<file path="src/rtl/aes_pkg.sv">
// Shared types and helpers for the AES CTR-mode sequencer.
// block_t, FSM state enum, masked counter increment.
package aes_pkg;

  typedef logic [127:0] block_t;

  typedef enum logic [2:0] {
    UNCFG,
    READY,
    START,
    WAIT,
    OUT
  } ctr_state_e;

  typedef struct packed {
    logic   carry;
    block_t blk;
  } ctr_inc_t;

  // Increment the low w bits of b modulo 2^w; upper bits pass through.
  function automatic ctr_inc_t ctr_inc(block_t b, int unsigned w);
    block_t   m;
    ctr_inc_t r;
    m       = (w >= 128) ? '1 : ((block_t'(1) << w) - block_t'(1));
    r.blk   = (b & ~m) | (((b & m) + block_t'(1)) & m);
    r.carry = ((b & m) == m);
    return r;
  endfunction

endpackage

</file>
<file path="src/rtl/aes_ctr_inc.sv">
// Combinational masked counter increment with carry-out.
// Ports: i_ctr (block in), o_ctr (incremented block), o_carry (field wrapped).
module aes_ctr_inc
  import aes_pkg::*;
#(
  parameter int CTR_W = 32
) (
  input  logic [127:0] i_ctr,
  output logic [127:0] o_ctr,
  output logic         o_carry
);

  ctr_inc_t w_res;

  assign w_res   = ctr_inc(i_ctr, CTR_W);
  assign o_ctr   = w_res.blk;
  assign o_carry = w_res.carry;

endmodule

</file>
<file path="src/rtl/aes_ctr_seq.sv">
// CTR-mode sequencer around an external aes_top core.
// Ports: cfg_* (key/IV load), in_* / out_* (block streams),
//        aes_* (start/key/pt to core, busy/done/ct from core), ctr_wrap.
module aes_ctr_seq
  import aes_pkg::*;
#(
  parameter int CTR_W = 32
) (
  input  logic         clk,
  input  logic         rst,
  input  logic         cfg_load,
  output logic         cfg_ready,
  input  logic [127:0] cfg_key,
  input  logic [127:0] cfg_iv,
  input  logic         in_valid,
  output logic         in_ready,
  input  logic [127:0] in_data,
  output logic         out_valid,
  input  logic         out_ready,
  output logic [127:0] out_data,
  output logic         ctr_wrap,
  output logic         aes_start,
  output logic [127:0] aes_key,
  output logic [127:0] aes_pt,
  input  logic         aes_busy,
  input  logic         aes_done,
  input  logic [127:0] aes_ct
);

  ctr_state_e   r_state;
  ctr_state_e   w_next;

  logic [127:0] r_key;
  logic [127:0] r_ctr;
  logic [127:0] r_pt;
  logic [127:0] r_data;
  logic [127:0] r_out;
  logic         r_out_valid;
  logic         r_start;
  logic         r_wrap;

  logic [127:0] w_inc;
  logic         w_carry;
  logic         w_cfg;
  logic         w_acc;
  logic         w_done;
  logic         w_pop;

  aes_ctr_inc #(
    .CTR_W(CTR_W)
  ) u_inc (
    .i_ctr  (r_ctr),
    .o_ctr  (w_inc),
    .o_carry(w_carry)
  );

  assign cfg_ready = (r_state == UNCFG) || (r_state == READY);
  assign in_ready  = (r_state == READY);
  assign out_valid = r_out_valid;
  assign out_data  = r_out;
  assign ctr_wrap  = r_wrap;
  assign aes_start = r_start;
  assign aes_key   = r_key;
  assign aes_pt    = r_pt;

  always_ff @(posedge clk or posedge rst) begin
    if (rst) r_state <= UNCFG;
    else     r_state <= w_next;
  end

  always_comb begin
    w_next = r_state;
    w_cfg  = 1'b0;
    w_acc  = 1'b0;
    w_done = 1'b0;
    w_pop  = 1'b0;
    unique case (r_state)
      UNCFG: begin
        if (cfg_load) begin
          w_cfg  = 1'b1;
          w_next = READY;
        end
      end
      READY: begin
        if (cfg_load) begin
          w_cfg = 1'b1;
        end else if (in_valid) begin
          w_acc  = 1'b1;
          w_next = START;
        end
      end
      // Leave only once the registered pulse has actually been shown.
      START: begin
        if (r_start) w_next = WAIT;
      end
      WAIT: begin
        if (aes_done) begin
          w_done = 1'b1;
          w_next = OUT;
        end
      end
      OUT: begin
        if (out_ready) begin
          w_pop  = 1'b1;
          w_next = READY;
        end
      end
      default: w_next = UNCFG;
    endcase
  end

  always_ff @(posedge clk or posedge rst) begin
    if (rst) begin
      r_key       <= '0;
      r_ctr       <= '0;
      r_pt        <= '0;
      r_data      <= '0;
      r_out       <= '0;
      r_out_valid <= 1'b0;
      r_start     <= 1'b0;
      r_wrap      <= 1'b0;
    end else begin
      r_start <= 1'b0;
      if (w_cfg) begin
        r_key  <= cfg_key;
        r_ctr  <= cfg_iv;
        r_wrap <= 1'b0;
      end
      if (w_acc) begin
        r_data  <= in_data;
        r_pt    <= r_ctr;
        r_start <= ~aes_busy;
      end
      // Core busy: retry the pulse once it goes idle.
      if ((r_state == START) && !r_start) begin
        r_start <= ~aes_busy;
      end
      if (w_done) begin
        r_out       <= r_data ^ aes_ct;
        r_out_valid <= 1'b1;
        r_ctr       <= w_inc;
        if (w_carry) r_wrap <= 1'b1;
      end
      if (w_pop) begin
        r_out_valid <= 1'b0;
      end
    end
  end

endmodule

</file>
<file path="config.mk">
export PLATFORM = sky130hd
export DESIGN_NAME = aes_ctr_seq
export DESIGN_NICKNAME = d
export VERILOG_FILES = /design/src/rtl/aes_pkg.sv /design/src/rtl/aes_ctr_inc.sv /design/src/rtl/aes_ctr_seq.sv
export SDC_FILE = /design/constraint.sdc
export NUM_CORES = 1
export LEC_CHECK = 0
export CAP_MARGIN = 40
export CELL_PAD_IN_SITES_DETAIL_PLACEMENT = 1
export CELL_PAD_IN_SITES_GLOBAL_PLACEMENT = 2
export CORE_AREA = 3 3 349 351
export CTS_BUF_LIST = sky130_fd_sc_hd__clkbuf_8
export DETAILED_ROUTE_END_ITERATION = 7
export DIE_AREA = 0 0 352 354
export PLACE_DENSITY = 0.72
export SLEW_MARGIN = 15
export SYNTH_ARGS = -nofsm -noshare
export SYNTH_HDL_FRONTEND = slang
export SYNTH_HIERARCHICAL = 1
export SYNTH_SLANG_ARGS = --single-unit
</file>
<file path="constraint.sdc">
create_clock -name clk -period 56.8 [get_ports clk]
set_input_delay 5.68 -clock clk [delete_from_list [all_inputs] [get_ports clk]]
set_output_delay 5.68 -clock clk [all_outputs]
set_load 0.01 [all_outputs]
</file>
==> metrics, run 1 <==
part of the Yosys area used for sequential elements 57.2%; pin slew with the least headroom to its limit 814 ps; clock transition time at the flip-flop clock pins of the worst setup and hold paths roughly 60 ps; post-synthesis compound-gate area fraction 5.34%; worst-case clock buffer depth 3; number of storage elements in the synthesis netlist 646; maximum number of pins on one net before global-route repair ~110; setup slack of the most critical reg-to-reg path around 53000 ps; Die Height ~350 um; xor and xnor fraction of the mapped netlist area a little under 5%; final-report max-slew violation count 0; H-Tree Level Count 3; clock sinks ~650; Min Clock Period, post-route 8740 ps; Simple-Gate Fraction of Synth Area a little over an eighth; fraction of registers with async set or reset after synthesis 100%; final setup fails 0; switching power of the nets ~0.00077 W; CTS tree yes; Primary FF master, synth sky130_fd_sc_hd__dfrtp_1; commonest cells after routing, fill and taps aside sky130_fd_sc_hd__clkdlybuf4s50_1, sky130_fd_sc_hd__nand2_1, sky130_fd_sc_hd__dfrtp_1; DRC errors left 0; GR Util All Layers between 10% and 20%; post-route setup slack a little under 50000 ps; cell-internal power 0.00144 W; cells taking the most area after synthesis sky130_fd_sc_hd__dfrtp_1, sky130_fd_sc_hd__mux2_4, sky130_fd_sc_hd__nand2_1; average footprint of a synthesized cell around 11 um2; required time of the critical path about 58000 ps; detailed-route vias per instance about 4.2; number of global-route vias before repair ~23000; nets just under 4000; Leakage Power 18.7 nW; combinational fraction of design power ~41%; insertion delay of the later-clocked pin in the worst-skew pair 800 ps; TritonCTS Buffers between 100 and 150; DRC marker count from the first detailed-route iteration approximately 1100; sum of net half-perimeters after detailed placement about 75 mm; number of fill cells in the layout 13234; Tcrit/Tclk final 15.4%; crit path capture type async pin; Antenna Violating Nets Remaining 0; Crit Path Class in2async; Core Region between 0.1 and 0.15 mm2; count of distinct cell types in the synthesized netlist 39; Total Die Area ~0.12 mm2; remaining global-route overflow 0; Boundary Pins about 910; master cell of the clock root buffer sky130_fd_sc_hd__clkbuf_8; routability-driven placement congestion ratio 0.819; summed instance area of the synthesized netlist 0.0282 mm2; cell area after placement 0.0384 mm2; setup repair bufs after CTS 0; fraction of final layout cells sized beyond drive strength 1 between 10 and 15%; combinational family with the most area after synthesis simple AND/OR/NAND/NOR gates; wire length of the first global-routing pass around 150 mm; remaining max-slew budget at the tightest pin ~46%; proportion of total power due to net switching around a third; routed wirelength normalized by instance count about 20 um; share of the synthesized area in the top cell type 57.2%; count of warnings emitted by yosys 6; count of input and output buffers 907; adder-cell area share of the yosys netlist 0.0443%; cell count after placement between 4000 and 5000; Final Hold Viols 0; fraction of synthesized area in multiplexers a little over an eighth; Worst Setup Slack post-DPL roughly 47000 ps; largest area contributor in the synthesized netlist sky130_fd_sc_hd__dfrtp_1; count of flip-flops with a built-in enable after synthesis 0; antenna violations before repair 20; result of the run completed; number of standard cells in the layout, taps in and fillers out slightly above 5000; VDD IR max around 0.022 mV; # Max-Cap Violations 0; post-route cell area between 0.04 and 0.05 mm2; instance count of the mapped netlist roughly 2500; part of the total power dissipated in sequential elements between 30% and 40%; largest fanout of any net on the critical path 106; total power per unit cell area between 50 and 60 mW/mm2; data arrival time of the worst path a little under 10000 ps; worst min path class reg2reg; initial cell density of the core a little under a quarter; hold_buf cts 0; number of optimization iterations in the first detailed-route pass 6; Area growth, synth to finish 44.9%; unrepaired setup endpoints after global routing false; via count between 20000 and 25000; detailed-route wire length between 100 and 150 mm; Fin Clk Skew about 53 ps; setup_tns 0 ps; highest attainable clock frequency between 100 and 150 MHz; kind of launch point of the worst setup path primary input; net count after synthesis roughly 3100; Gates resized, CTS repair 0; Clock Power Share between 20% and 30%; leading cell type in the layout, fill and taps excluded sky130_fd_sc_hd__clkdlybuf4s50_1; horizontal die dimension roughly 350 um; Row Count 127
-- path summary, 6_finish.rpt --
| path | startpoint | to | cells after the start |
|---|---|---|---|
| max in group clk | aes_done | r_ctr[43] | 9 |
| min in group asynchronous | rst | r_state[1] | 2 |
| worst max register to register | r_state[2] | r_ctr[43] | 8 |
| worst min-delay path | aes_key[80] | aes_key[80] | 2 |
| worst max-delay path | rst | aes_key[92] | 7 |
| worst min register to register | aes_key[80] | aes_key[80] | 2 |
-- cell families after synthesis --
logic type                 after synthesis
adders and majority gates                1
muxes                                  257
AOI/OAI and AO/OA                      266
buffers and inverters                  247
DFF                                    646
xor gates and xnor gates               158
and+or+nand+nor                        963
-- routing by layer --
layer / up-vias / routed length, um / GRT usage [%] / part of all wire (%)
met2: 639 / 50100 / 27.3 / 49
li1: 9920 / - / - / -
met3: 149 / 7840 / 5.75 / 7.7
met5: - / 60 / 0 / 0.059
met4: 10 / 2320 / 4.37 / 2.3
met1: 10559 / 41800 / 18.9 / 41
-- worst max-delay path, stage by stage --
cell	delay, ps
sky130_fd_sc_hd__clkdlybuf4s50_1	490
sky130_fd_sc_hd__inv_8	510
sky130_fd_sc_hd__buf_4	610
sky130_fd_sc_hd__buf_4	700
sky130_fd_sc_hd__buf_4	710
sky130_fd_sc_hd__buf_4	380
sky130_fd_sc_hd__buf_16	290
-- Yosys cell counts (all sizes together) (3+ instances only) --
library cell    n
nor2          137
dfrtp         646
nand2         779
clkbuf         39
o21ai         129
a21oi           3
inv             6
nand3          11
a31oi         129
xnor2         148
nand4          15
mux2          257
buf           202
and3            6
xor2           10
-- power by group through the flow --
stage | clock, W | sequential [W] | combinational, W
floorplan | 0 | 0.000878 | 0.000462
global placement | 0 | 0.000847 | 0.000890
detailed placement | 0 | 0.000855 | 0.000914
CTS | 0.000489 | 0.000851 | 0.000918
global route | 0.000509 | 0.000881 | 0.000974
finish | 0.000467 | 0.000848 | 0.000897
-- sequential cells by signal (all words and copies together), names as in the netlist --
register	count
aes_key	128
aes_pt	128
r_data	128
aes_start	1
r_state	3
out_valid	1
out_data	128
r_ctr	128
ctr_wrap	1
-- final cells by class --
type                       count  area [um2]  area share [%]
tap                         1612        2020            4.93
clock inverter                70         438            1.07
multi-input combinational   1645       10500            25.6
clock buffer                 149        2050            5.01
inverter                       6        30.0          0.0734
sequential                   646       16200            39.5
timing repair buffer         950        9710            23.7
antenna                       12        30.0          0.0734
-- per-stage QoR --
step           total power (W)  util [%]  hold WS [ps]
4_1_cts                0.00226      34.3           477
5_1_grt                0.00237      34.3           495
2_1_floorplan          0.00134         -           501
3_5_place_dp           0.00177      32.2           461
3_3_place_gp           0.00174      31.8           456
6_report               0.00221      34.3           474
No activity file was read; power rests on OpenSTA's default activity.
==> run 2, diff against run 1 <==
--- a/config.mk
+++ b/config.mk
@@ -8,10 +8,10 @@
 export CAP_MARGIN = 40
 export CELL_PAD_IN_SITES_DETAIL_PLACEMENT = 1
 export CELL_PAD_IN_SITES_GLOBAL_PLACEMENT = 2
-export CORE_AREA = 3 3 349 351
+export CORE_AREA = 3 3 350 352
 export CTS_BUF_LIST = sky130_fd_sc_hd__clkbuf_8
 export DETAILED_ROUTE_END_ITERATION = 7
-export DIE_AREA = 0 0 352 354
+export DIE_AREA = 0 0 353 355
 export PLACE_DENSITY = 0.72
 export SLEW_MARGIN = 15
 export SYNTH_ARGS = -nofsm -noshare
==> constraint.sdc (replaced) <==
create_clock -name clk -period 9.14 [get_ports clk]
set_input_delay 0.914 -clock clk [delete_from_list [all_inputs] [get_ports clk]]
set_output_delay 0.914 -clock clk [all_outputs]
set_load 0.01 [all_outputs]
==> run 2 against run 1 <==
- clock-buffer cell count rose by 3
- register-to-register slack got worse by 47000 ps
- design area fell by 0.76%
- hold slack got worse by 120 ps
- die area rose by 0.57%
- clock power rose to 6.1 times the previous value
- sequential cell count did not move
- critical path type is now reg2out
- critical endpoint is now in_ready
- largest power group unchanged
==> metrics, run 2 (same netlist as run 1, synthesis figures left out) <==
DRC errors left 0 (unchanged); post-route cell area 0.0406 mm2 (-0.76%); Core Util, Final 33.9% (-0.35 points); clock sinks 646 (unchanged); routability-driven placement congestion ratio 0.799 (-2.5%); Tcrit/Tclk final 36.8%; data arrival time of the worst path 2450 ps (-7200 ps); cell area after placement 0.0381 mm2 (-0.84%); commonest cells after routing, fill and taps aside sky130_fd_sc_hd__clkdlybuf4s50_1, sky130_fd_sc_hd__nand2_1, sky130_fd_sc_hd__dfrtp_1; busiest grt layer met2; Area growth, synth to finish 43.8%; clock transition time at the flip-flop clock pins of the worst setup and hold paths 60 ps (about the same); Boundary Pins 908 (unchanged); antenna violations before repair 20 (unchanged); GR Util All Layers 15.7% (-0.21 points); setup slack of the most critical reg-to-reg path 6110 ps (-47320 ps); kind of launch point of the worst setup path flop; result of the run completed; Crit Path Class reg2out; required time of the critical path 8230 ps (-49480 ps); final setup fails 0 (unchanged); Gates resized, CTS repair 0 (unchanged); initial cell density of the core 23.6% (-0.063 points); CTS tree yes; via count 21181 (-0.45%); maximum number of pins on one net before global-route repair 217 (+100%); final-report max-slew violation count 0 (unchanged); Row Count 127 (unchanged); VDD IR max 0.139 mV (+530%); Final Hold Viols 0 (unchanged); setup_tns 0 ps (unchanged); critical path, cell by cell nor3b_4 > clkdlybuf4s50_1; routed wirelength normalized by instance count 19.9 um (-0.63%); remaining max-slew budget at the tightest pin 22.6% (-23 points); met2 GRT Util 26.2% (-1.0 points); number of global-route vias before repair 22527 (+0.067%); master cell of the clock root buffer sky130_fd_sc_hd__clkbuf_8; unrepaired setup endpoints after global routing false; Min Clock Period, post-route ~3400 ps; peak per-stage delay on the critical path 700 ps (about the same); fraction of final layout cells sized beyond drive strength 1 13.4% (-0.44 points); largest fanout of any net on the critical path 13 (-88%); Core Region 0.120 mm2 (+0.27%); crit path capture type primary output; worst-case clock buffer depth 3 (unchanged); worst hold slack after final layout 351 ps (-122 ps); highest attainable clock frequency just under 300 MHz; TritonCTS Buffers 120 (unchanged); Leakage Power 18.6 nW (-0.91%); insertion delay of the later-clocked pin in the worst-skew pair 800 ps (about the same); detailed-route wire length 101 mm (-1.1%); total power per unit cell area 337 mW/mm2 (+520%); Fin Clk Skew 46.3 ps (-6.73 ps); Slowest cell on crit path sky130_fd_sc_hd__clkdlybuf4s50_1; Antenna Violating Nets Remaining 0 (unchanged); DRC marker count from the first detailed-route iteration 1017 (-4.1%); pin slew with the least headroom to its limit 1160 ps (+347 ps); sum of net half-perimeters after detailed placement 71.8 mm (-4.7%); # Max-Cap Violations 0 (unchanged); M1 GR Usage 18.7% (-0.17 points); leading cell type in the layout, fill and taps excluded sky130_fd_sc_hd__clkdlybuf4s50_1; number of optimization iterations in the first detailed-route pass 5 (-1); worst min path class in2async; count of input and output buffers 907 (unchanged); detailed-route vias per instance 4.18 (about the same); Total Die Area 0.125 mm2 (+0.57%); H-Tree Level Count 3 (unchanged); remaining global-route overflow 0 (unchanged); Die Height 355 um (+0.28%); cell count after placement 4836 (-0.47%); nets 3867 (-0.57%); number of standard cells in the layout, taps in and fillers out 5068 (-0.43%); horizontal die dimension 353 um (+0.28%); wire length of the first global-routing pass 151 mm (-0.36%); met3 global-route usage 6.21% (+0.45 points); hold_buf cts 0 (unchanged); setup repair bufs after CTS 0 (unchanged)
-- run 2: worst paths after layout --
check	depth (start not counted)	end	from
worst max-delay path	2	in_ready	r_state[1]
worst min-delay path	2	aes_pt[100]	rst
worst max register to register	4	out_data[33]	r_state[2]
worst min register to register	2	aes_key[67]	aes_key[67]
max in group asynchronous	5	aes_key[34]	rst
min in group clk	2	aes_key[67]	aes_key[67]
-- run 2: critical path: cells and delay by family (launching register included) --
| family | cells | cell delay (ps) |
|---|---|---|
| buf+inv | 1 | 700 |
| flops | 1 | 580 |
| simple gates | 1 | 390 |
-- run 2: area by class of cell --
cell class	count	area [um2]
diodes	10	25.0
clock buffers	152	2090
clock inverters	69	389
fillers	13304	79000
inverters	6	26.3
multi-input cells	1645	10500
flip-flops and latches	646	16200
well taps	1612	2020
repair buffers	928	9410
-- run 2: stage by stage --
step | power, W | worst slack [ps]
after global routing | 0.0147 | 5620
final | 0.0137 | 5770
after global placement | 0.0108 | 5390
after CTS | 0.0139 | 5640
after floorplan | 0.00833 | -601
after detailed placement | 0.0109 | 5360
-- run 2: routing by layer --
layer  routed length (um)  vias to the layer above
met4                 2590                        8
met3                 8150                      143
li1                     -                     9889
met1                41200                    10489
met5                   54                        -
met2                49000                      652
-- run 2: power by group --
group | internal, W | leakage, nW | total (W) | switching [W]
sequential | 0.00426 | 7.92 | 0.00527 | 0.00100
combinational | 0.00311 | 9.18 | 0.00553 | 0.00243
clock | 0.00157 | 1.46 | 0.00287 | 0.00130
total | 0.00894 | 18.6 | 0.0137 | 0.00473
